--- config.mk ---
export PLATFORM = sky130hd
export DESIGN_NAME = board_ram
export DESIGN_NICKNAME = d
export VERILOG_FILES = /design/src/rtl/board_ram_pkg.sv /design/src/rtl/board_ram_judge.sv /design/src/rtl/board_ram.sv
export SDC_FILE = /design/constraint.sdc
export NUM_CORES = 1
export LEC_CHECK = 0
export ABC_CLOCK_PERIOD_IN_PS = 6240
export CORE_MARGIN = 4
export CORE_UTILIZATION = 50
export DETAILED_ROUTE_END_ITERATION = 8
export PLACE_DENSITY = 0.69
export REMOVE_ABC_BUFFERS = 1
export SLEW_MARGIN = 15
export SYNTH_ARGS = -nofsm -noshare
export SYNTH_HDL_FRONTEND = slang
export SYNTH_SLANG_ARGS = --single-unit
export TNS_END_PERCENT = 5
--- constraint.sdc ---
create_clock -name clock -period 6.24 [get_ports clock]
set_clock_uncertainty 0.05 [all_clocks]
set_input_delay 1.872 -clock clock [delete_from_list [all_inputs] [get_ports clock]]
set_output_delay 1.872 -clock clock [all_outputs]
set_load 0.03 [all_outputs]
--- src/rtl/board_ram_pkg.sv ---
// -----------------------------------------------------------------------------
// board_ram_pkg
// Purpose : Shared definitions for the ultimate tic-tac-toe board storage and
//           its win/draw judge. Holds the cell owner codes, the macro-board
//           result codes, the fixed board geometry and the table of the eight
//           winning lines.
// Ports   : none (package)
// -----------------------------------------------------------------------------
package board_ram_pkg;

    // Fixed geometry: 9 macro boards, each a 3x3 grid of 2-bit cells.
    localparam int BOARD_CELLS = 9;
    localparam int NUM_MACROS  = 9;
    localparam int NUM_LINES   = 8;

    // Owner code stored in every cell; 11 is reserved and never stored.
    typedef enum logic [1:0] {
        CELL_EMPTY = 2'b00,
        CELL_P1    = 2'b01,
        CELL_P2    = 2'b10,
        CELL_RSVD  = 2'b11
    } cell_e;

    // Result of one 3x3 board.
    typedef enum logic [1:0] {
        ST_OPEN = 2'b00,
        ST_P1   = 2'b01,
        ST_P2   = 2'b10,
        ST_DRAW = 2'b11
    } state_e;

    // One 3x3 board flattened row-major; cell k (0-based) sits at bits [2k+1:2k].
    typedef logic [BOARD_CELLS-1:0][1:0] board_t;

    // Winning lines as 0-based cell indices: three rows, three columns, two diagonals.
    localparam int WIN_LINES [NUM_LINES][3] = '{
        '{0, 1, 2}, '{3, 4, 5}, '{6, 7, 8},
        '{0, 3, 6}, '{1, 4, 7}, '{2, 5, 8},
        '{0, 4, 8}, '{2, 4, 6}
    };

    // External addresses are 1-based; only 1..9 name a real board or cell.
    function automatic logic addrInRange(input logic [3:0] addr);
        return (addr >= 4'd1) && (addr <= 4'd9);
    endfunction

endpackage

--- src/rtl/board_ram_judge.sv ---
// -----------------------------------------------------------------------------
// board_judge
// Purpose : Purely combinational evaluation of one 3x3 board. Reports which
//           player owns a complete line, or a draw when every cell is taken
//           with no line, otherwise open. Player 1 has priority when both
//           players own a line, which only happens in illegal positions but
//           keeps the output defined. Written against board_t so it can be
//           reused for the macro-level board later.
// Ports   : board_i  in  18  flattened 3x3 board, cell k at bits [2k+1:2k]
//           state_o  out  2  00 open, 01 P1 won, 10 P2 won, 11 draw
// -----------------------------------------------------------------------------
import board_ram_pkg::*;

module board_judge (
    input  board_t      board_i,
    output logic [1:0]  state_o
);

    logic p1Win;
    logic p2Win;
    logic boardFull;

    // Scan the eight lines for a uniform owner and check whether any cell is still empty.
    always_comb begin
        p1Win     = 1'b0;
        p2Win     = 1'b0;
        boardFull = 1'b1;
        for (int l = 0; l < NUM_LINES; l++) begin
            if ((board_i[WIN_LINES[l][0]] == CELL_P1) &&
                (board_i[WIN_LINES[l][1]] == CELL_P1) &&
                (board_i[WIN_LINES[l][2]] == CELL_P1)) begin
                p1Win = 1'b1;
            end
            if ((board_i[WIN_LINES[l][0]] == CELL_P2) &&
                (board_i[WIN_LINES[l][1]] == CELL_P2) &&
                (board_i[WIN_LINES[l][2]] == CELL_P2)) begin
                p2Win = 1'b1;
            end
        end
        for (int c = 0; c < BOARD_CELLS; c++) begin
            if (board_i[c] == CELL_EMPTY) begin
                boardFull = 1'b0;
            end
        end
    end

    // A win outranks a full board, and P1 outranks P2.
    always_comb begin
        if (p1Win) begin
            state_o = ST_P1;
        end else if (p2Win) begin
            state_o = ST_P2;
        end else if (boardFull) begin
            state_o = ST_DRAW;
        end else begin
            state_o = ST_OPEN;
        end
    end

endmodule

--- src/rtl/board_ram.sv ---
// -----------------------------------------------------------------------------
// board_ram
// Purpose : Flip-flop storage for the 81 cells of the ultimate tic-tac-toe
//           board, with a registered read port and a combinational win/draw
//           result for the addressed macro board.
// Ports   : clock       in  1  rising-edge clock
//           reset       in  1  synchronous active-high, clears all cells and q
//           we          in  1  write enable for cell [addr_macro][addr_micro]
//           data        in  2  owner code to write (11 is ignored)
//           addr_macro  in  4  macro board index, valid 1..9
//           addr_micro  in  4  cell index within the macro board, valid 1..9
//           q           out 2  registered read of the addressed cell
//           state       out 2  result of macro board addr_macro (00 if out of range)
// -----------------------------------------------------------------------------
import board_ram_pkg::*;

module board_ram (
    input  logic        clock,
    input  logic        reset,
    input  logic        we,
    input  logic [1:0]  data,
    input  logic [3:0]  addr_macro,
    input  logic [3:0]  addr_micro,
    output logic [1:0]  q,
    output logic [1:0]  state
);

    board_t [NUM_MACROS-1:0] cellsQ;
    board_t [NUM_MACROS-1:0] cellsD;
    logic [1:0]              qQ;
    logic [1:0]              qD;
    logic                    writeEn;
    board_t                  selBoard;

    // A write only lands when both addresses name a real cell and the code is storable.
    assign writeEn = we && addrInRange(addr_macro) && addrInRange(addr_micro) &&
                     (data != CELL_RSVD);

    // Next cell contents: unchanged except for the single addressed cell on a valid write.
    always_comb begin
        cellsD = cellsQ;
        for (int m = 0; m < NUM_MACROS; m++) begin
            for (int c = 0; c < BOARD_CELLS; c++) begin
                if (writeEn && (addr_macro == 4'(m + 1)) && (addr_micro == 4'(c + 1))) begin
                    cellsD[m][c] = data;
                end
            end
        end
    end

    // Read from the next-state array so a same-cell write is seen immediately;
    // an out-of-range address matches nothing and reads as empty.
    always_comb begin
        qD = CELL_EMPTY;
        for (int m = 0; m < NUM_MACROS; m++) begin
            for (int c = 0; c < BOARD_CELLS; c++) begin
                if ((addr_macro == 4'(m + 1)) && (addr_micro == 4'(c + 1))) begin
                    qD = cellsD[m][c];
                end
            end
        end
    end

    // The judge looks only at stored cells, so a result appears the cycle after its write.
    always_comb begin
        selBoard = '0;
        for (int m = 0; m < NUM_MACROS; m++) begin
            if (addr_macro == 4'(m + 1)) begin
                selBoard = cellsQ[m];
            end
        end
    end

    // Reset clears the whole board in one cycle and takes precedence over any write.
    always_ff @(posedge clock) begin
        if (reset) begin
            cellsQ <= '0;
            qQ     <= CELL_EMPTY;
        end else begin
            cellsQ <= cellsD;
            qQ     <= qD;
        end
    end

    assign q = qQ;

    board_judge uJudge (
        .board_i (selBoard),
        .state_o (state)
    );

endmodule

==> results.txt, run 1 <==
----------------------------------------------------
[Synthesis]
  Share of synthesized area occupied by flip-flops and latches ... 0.303
  Ys async rst share ... 0
  Largest area contributor in the netlist ... dfxtp_1
  Count of cell types in the netlist ... 71
  Mapped cell area ... 10800 um^2
  Number of flops mapped to enable cells by yosys ... 0
  Number of storage elements in the synthesis netlist ... 164
  Average cell area after synthesis ... 7.04 um^2
  Most used DFF post-synth ... dfxtp_1
  Syn. warnings ... 0
  Dominant cells by area after synthesis ... dfxtp_1 30%, a21oi_1 9.7%, nand2_1 8.7%
  Portion of synthesized cell area occupied by the leading cell type ... 0.303
  Count leader, synth ... nand2_1
  Gate count of the mapped netlist ... 1537
  Most frequent cells after synthesis ... 251 x nand2_1, 209 x a21oi_1, 169 x nand3_1

[Floorplanning]
  X dimension of the die ... 155 um
  I/O pin total ... 17
  Total die area ... 24100 um^2
  Std-Cell Rows ... 53
  Core footprint ... 21200 um^2
  Die Height ... 155 um
  Initial Util ... 0.512

[Final layout]
  Fraction of layout cells with a size suffix above 1 ... 0.178
  Final Non-Filler Cells ... 1889
  Synth-to-layout area growth ... 22.3%
  Post-Route Utilization ... 0.626
  Antenna Diode Count ... 0
  Number of nets in the finished design ... 1614

[Place]
  Count of port buffers added during placement ... 16
  Placer congestion estimate ... 1.12
  HPWL Detailed ... 39000 um
  Cell count after placement ... 1825

[Clocking]
  Number of buffers inserted by hold repair at cts ... 0
  Clock buffers created by TritonCTS ... 17
  Clk Latency, worst-skew pair ... 0.45 ns
  Clock sinks ... 164
  H-tree lvl count ... 4
  Post-CTS clock slew at the launch and capture registers of the worst setup and hold paths ... 0.07 ns
  Root buffer cell ... clkbuf_16
  CTS tree ... done
  Clk buf depth ... 2

[Global route]
  Met1 track demand over resource in global routing ... 0.566
  Antenna violations before repair ... 1
  Largest net degree at the start of global routing ... 82
  Busiest layer in global routing ... met2
  Met2 global-route usage ... 0.649
  Overall Global Routing Usage ... 0.434
  First-pass GRT wire length ... 80100 um
  Global-route track usage on met3 ... 0.134
  Remaining global-route overflow ... 0
  Vias in the first global route ... 12700

[Worst setup path]
  Worst Reg-to-Reg Cells ... 9
  Critical path type ... in -> out
  Maximum fanout encountered on the critical timing path ... 13
  Required arrival time at the worst endpoint ... 4.32 ns
  CP Capture Type ... output port
  WP data arrival ... 4.52 ns
  Kind of launch point of the worst setup path ... input port

[STA]
  Worst-margin pin slew ... 1.20 ns
  Final Cycle Share ... 1.03
  Setup-failing EPs final ... 2
  Worst hold slack after final layout ... 0.430 ns
  Fin worst setup slack ... -0.207 ns
  Min Tclk post-route ... 6.45 ns
  Total count of hold-check failures in the final report ... 0
  Total Negative Setup Slacks ... -0.412 ns
  RSZ-0062 raised after global routing ... yes
  Normalized max-slew margin ... 0.199
  Max-slew violation count ... 0
  Achievable Freq ... 155 MHz

[Route]
  Via density per instance ... 7.28
  Routed vias ... 13800
  Antenna-violating nets left ... 0
  Number of iterations in the first detailed-routing pass ... 9
  DRT Wirelength ... 53600 um
  Number of remaining DRC errors ... 16
  Iteration-0 DRC Markers ... 2446
  Average wire length per cell after detail routing ... 28.4 um

[Run status]
  Violations in the final reports ... design-rule violations, negative setup slack
  Outcome ... finished with violations

[Pwr]
  VDD IR-drop max ... 0.000141 V
  LEAKAGE ... 4.71 nW
  Cell Pwr Density ... 189 nW/um^2

[Worst hold path]
  Class of the worst hold path ... reg -> reg
  Hold Path Stages ... 2

[Job]
  Max-cap violation count ... 0

----------------------------------------------------
==> area by class of cell <==
type,instances,area [um^2]
Fill cell,1943,7920
Tap cell,275,344
Multi-Input combinational cell,1204,7150
Timing Repair Buffer,208,1800
Clock buffer,17,425
Sequential cell,164,3280
Clock inverter,15,204
Inverter,6,22.5
==> critical path, stage by stage <==
cell      delay (ns)
clkbuf_2        0.09
buf_6           0.13
buf_4           0.14
nor4b_4         0.39
buf_4           0.20
buf_4           0.19
buf_4           0.25
a22oi_1         0.10
nand3_1         0.12
nor2_1          0.08
a22o_1          0.23
a32oi_2         0.19
o311ai_2        0.15
a41o_1          0.24
buf_6           0.14
==> logic make-up (layout without fill, tap and decap cells) <==
kind of cell	after synthesis	after routing	synth area share
AND/OR/NAND/NOR	615	615	0.265
AO/OA/AOI/OAI	553	553	0.333
buffers and inverters	169	246	0.0644
flip-flops	164	164	0.303
multiplexers	36	36	0.0333
==> placed cells by master (no fill, tap or decap), types with 13 or more instances in the layout <==
cell type,Yosys,layout
a211oi_1,19,19
a21oi_1,209,208
a221oi_1,22,14
a222oi_1,17,17
a22oi_1,37,37
a311oi_1,18,17
a31oi_1,39,38
buf_12,0,13
buf_4,0,163
buf_6,3,18
clkbuf_16,0,17
dfxtp_1,164,164
mux2i_1,36,36
nand2_1,251,249
nand3_1,169,166
nand3b_1,13,13
nor2_1,102,100
nor3_1,18,18
o21ai_0,73,73
==> through the flow <==
| stage | area (um^2) | power, mW | worst slack (ns) |
|---|---|---|---|
| finish | 13200 | 2.51 | -0.207 |
| detailed placement | 12100 | 1.37 | -0.754 |
| global route | 13200 | 2.55 | -0.286 |
| CTS | 13200 | 2.48 | -0.261 |
| floorplan | 10100 | 1.18 | -2.82 |
| global placement | 12100 | 1.37 | -0.700 |
==> state kept, by name, summed over array words and instances, names as in the netlist <==
register and cells:
q 2, cellsQ 162
==> path summary, 6_finish.rpt <==
kind	slack [ns]	from	end
max	-0.21	addr_macro[0]	state[0]
min	0.43	cellsQ[29]	cellsQ[29]
max reg2reg	3.67	cellsQ[6]	q[0]
min reg2reg	0.43	cellsQ[29]	cellsQ[29]
==> metal layers <==
layer | wire length (um) | vias up
li1 | - | 5893
met2 | 22500 | 1100
met1 | 20300 | 6465
met3 | 7190 | 300
met5 | 13 | -
met4 | 3630 | 2
==> repair_timing <==
| item | 4_1_cts | 5_1_grt |
|---|---|---|
| setup endpoints to repair | 2 | 2 |
| pin swaps | 26 | 17 |
| gates cloned | 2 | 0 |
| buffers inserted | 25 | 7 |
| resized for setup | 59 | 13 |
==> power breakdown <==
group | leakage, nW | switching [mW] | internal, mW
Clock | 0.302 | 0.573 | 0.552
Combinational | 3.08 | 0.229 | 0.105
Sequential | 1.32 | 0.000769 | 1.05
Total | 4.71 | 0.803 | 1.70
(Power assumes the default switching activity.)
==> run 2, diff against run 1 <==
--- a/config.mk
+++ b/config.mk
@@ -9,8 +9,9 @@
 export CORE_MARGIN = 4
 export CORE_UTILIZATION = 50
 export DETAILED_ROUTE_END_ITERATION = 8
-export PLACE_DENSITY = 0.69
+export PLACE_DENSITY = 0.75
 export REMOVE_ABC_BUFFERS = 1
+export SKIP_LAST_GASP = 1
 export SLEW_MARGIN = 15
 export SYNTH_ARGS = -nofsm -noshare
 export SYNTH_HDL_FRONTEND = slang
==> run 2 against run 1 <==
Against the previous run: cell count grew 0.74%; power shrank 0.50%; worst hold slack lost 0.0054 ns; utilization grew 0.74 points; die area is the same; via count shrank 0.20%; the run ends with negative setup slack left; fmax grew 0.95%; non-clock buffer count grew 13.
==> results.txt, run 2 (same netlist as run 1, synthesis figures left out) <==
----------------------------------------------------
[Run status]
  Outcome ... finished with violations
  Violations in the final reports ... negative setup slack

[Final layout]
  Most frequent standard cell in the layout excluding fill and tap cells ... nand2_1
  Final Non-Filler Cells ... 1903 (+0.74%)
  Flip-flop count of the largest register after layout ... 162 (unchanged)
  Fraction of layout cells with a size suffix above 1 ... 0.189 (+0.0115)
  Commonest cells after routing, fill and taps aside ... 250 x nand2_1, 208 x a21oi_1, 174 x buf_4
  Register name with the most flops ... cellsQ
  Number of nets in the finished design ... 1627 (+0.81%)
  # fillers ... 1900 (-2.2%)
  Synth-to-layout area growth ... 23.7%

[Job]
  Max-cap violation count ... 0 (unchanged)

[Route]
  Average wire length per cell after detail routing ... 28.6 um (+1.0%)
  DRT Wirelength ... 54500 um (+1.8%)
  Number of iterations in the first detailed-routing pass ... 7 (-2)
  Iteration-0 DRC Markers ... 2539 (+3.8%)
  Number of remaining DRC errors ... 0 (-16)
  Routed vias ... 13700 (-0.20%)
  Via density per instance ... 7.22 (-0.94%)
  Antenna-violating nets left ... 0 (unchanged)

[Worst setup path]
  Critical path type ... in -> out
  Kind of launch point of the worst setup path ... input port
  Worst flop-to-flop path endpoint ... q[0]
  CP dominant cell by count ... buf_6
  CP Capture Type ... output port
  Register-to-register path setup slack ... 3.28 ns (-0.39 ns)
  Cell Chain, Critical Path ... buf_6 -> buf_6 -> buf_4 -> nor4b_4 -> buf_4 -> buf_6 -> a22oi_1 -> nand3_1 -> a221oi_2 -> nor2b_2 -> a22o_1 -> a32oi_2 -> o311ai_2 -> a41o_1 -> buf_6
  Maximum fanout encountered on the critical timing path ... 19 (+6)
  Worst Reg-to-Reg Cells ... 9 (unchanged)
  Startpoint of the most critical register-to-register path ... cellsQ[0]
  Last element of the critical path ... state[0]
  WP data arrival ... 4.46 ns (-0.06 ns)
  Required arrival time at the worst endpoint ... 4.32 ns (about the same)
  Worst setup path startpoint ... addr_macro[0]
  Delay of the slowest cell on the worst path ... 0.37 ns (-0.02 ns)
  Highest-delay cell along the critical path ... nor4b_4

[Place]
  Post-placement worst setup slack ... -0.756 ns (-0.00196 ns)
  Cell count after placement ... 1836 (+0.60%)
  Placer congestion estimate ... 1.11 (-1.3%)
  HPWL Detailed ... 39400 um (+0.99%)
  Count of port buffers added during placement ... 16 (unchanged)

[Clocking]
  Clock sinks ... 164 (unchanged)
  H-tree lvl count ... 4 (unchanged)
  Root buffer cell ... clkbuf_16
  CTS tree ... done
  Post-CTS clock slew at the launch and capture registers of the worst setup and hold paths ... 0.08 ns (about the same)
  Clock buffers created by TritonCTS ... 17 (unchanged)
  Clk Latency, worst-skew pair ... 0.45 ns (about the same)
  Clk buf depth ... 2 (unchanged)
  Number of buffers inserted by hold repair at cts ... 0 (unchanged)

[STA]
  RSZ-0062 raised after global routing ... yes
  Final Cycle Share ... 1.02 (-0.00971)
  Worst-margin pin slew ... 1.12 ns (-0.0743 ns)
  Achievable Freq ... 157 MHz (+0.95%)
  Normalized max-slew margin ... 0.249 (+0.0497)
  Total count of hold-check failures in the final report ... 0 (unchanged)
  Setup-failing EPs final ... 2 (unchanged)
  Max-slew violation count ... 0 (unchanged)
  Fin worst setup slack ... -0.146 ns (+0.0606 ns)
  Min Tclk post-route ... 6.39 ns (-0.0606 ns)

[Global route]
  Overall Global Routing Usage ... 0.442 (+0.00801)
  Largest net degree at the start of global routing ... 73 (-11%)
  First-pass GRT wire length ... 81100 um (+1.3%)
  Remaining global-route overflow ... 0 (unchanged)
  Antenna violations before repair ... 3 (+2)
  Vias in the first global route ... 12700 (+0.071%)

[Floorplanning]
  Die Height ... 155 um (unchanged)
  Std-Cell Rows ... 53 (unchanged)
  Core footprint ... 21200 um^2 (unchanged)
  Initial Util ... 0.512 (unchanged)
  Total die area ... 24100 um^2 (unchanged)
  I/O pin total ... 17 (unchanged)
  X dimension of the die ... 155 um (unchanged)

[Pwr]
  Cell Pwr Density ... 186 nW/um^2 (-1.7%)
  VDD IR-drop max ... 0.000142 V (+1.0%)
  LEAKAGE ... 4.77 nW (+1.4%)

[Worst hold path]
  Hold Path Stages ... 2 (unchanged)
  Class of the worst hold path ... reg -> reg

----------------------------------------------------
==> run 2: changes by cell type in the layout (fill, tap and decap cells not counted), sizes merged <==
cell      delta
clkinvlp     +1
clkbuf       -2
buf         +15
clkinv       -1
diode        +1
==> run 2: metrics by stage <==
step | cell area (um^2) | TNS [ns] | hold slack [ns] | util | total power, mW
finish | 13400 | -0.279 | 0.425 | 0.633 | 2.49
global route | 13400 | -0.461 | 0.456 | 0.633 | 2.54
CTS | 13200 | -0.117 | 0.424 | 0.624 | 2.46
detailed placement | 12200 | -1.46 | 0.414 | 0.575 | 1.38
global placement | 12200 | -1.35 | 0.412 | 0.575 | 1.38
floorplan | 10100 | -6.51 | 0.385 | - | 1.18
==> run 2: worst min-delay path by stage <==
| stage | from | endpoint | slack, ns |
|---|---|---|---|
| 6_report | cellsQ[115] | cellsQ[115] | 0.42 |
| 5_1_grt | cellsQ[154] | cellsQ[154] | 0.46 |
| 4_1_cts | cellsQ[115] | cellsQ[115] | 0.42 |
| 3_5_place_dp | cellsQ[115] | cellsQ[115] | 0.41 |
| 3_3_place_gp | cellsQ[115] | cellsQ[115] | 0.41 |
| 2_1_floorplan | cellsQ[30] | cellsQ[30] | 0.39 |
==> run 2: layout make-up <==
type	count	area, um^2	share of cell area
Antenna cell	1	2.50	0.000187
Multi-Input combinational cell	1204	7160	0.535
Clock buffer	17	425	0.0318
Inverter	6	22.5	0.00168
Clock inverter	15	185	0.0138
Sequential cell	164	3280	0.245
Timing Repair Buffer	221	1960	0.147
Tap cell	275	344	0.0257
==> run 2: repair_timing <==
action | 4_1_cts | 5_1_grt
setup buffers | 24 | 10
resized for setup | 76 | 18
setup endpoints to repair | 2 | 2
pin swaps | 26 | 14
gates cloned | 3 | 1
==> run 2: routing by layer <==
layer  routed length [um]  vias to the layer above  share of wire  global-route usage
met1                20400                     6438           0.37               0.581
met4                 3740                        4          0.069               0.221
met2                22900                     1101           0.42               0.654
met3                 7480                      294           0.14               0.138
met5                   26                        -        0.00048                   0
li1                     -                     5895              -                   -
==> run 2: worst max-delay path: cells and delay by family <==
kind / cells / cell delay [ns]
AND/OR/NAND/NOR: 3 / 0.71
buffers and inverters: 6 / 0.92
AO/OA/AOI/OAI: 6 / 0.96
==> run 2: power breakdown <==
part | switching [mW] | internal [mW]
Clock | 0.555 | 0.544
Sequential | 0.000823 | 1.05
Combinational | 0.234 | 0.113
Total | 0.790 | 1.70
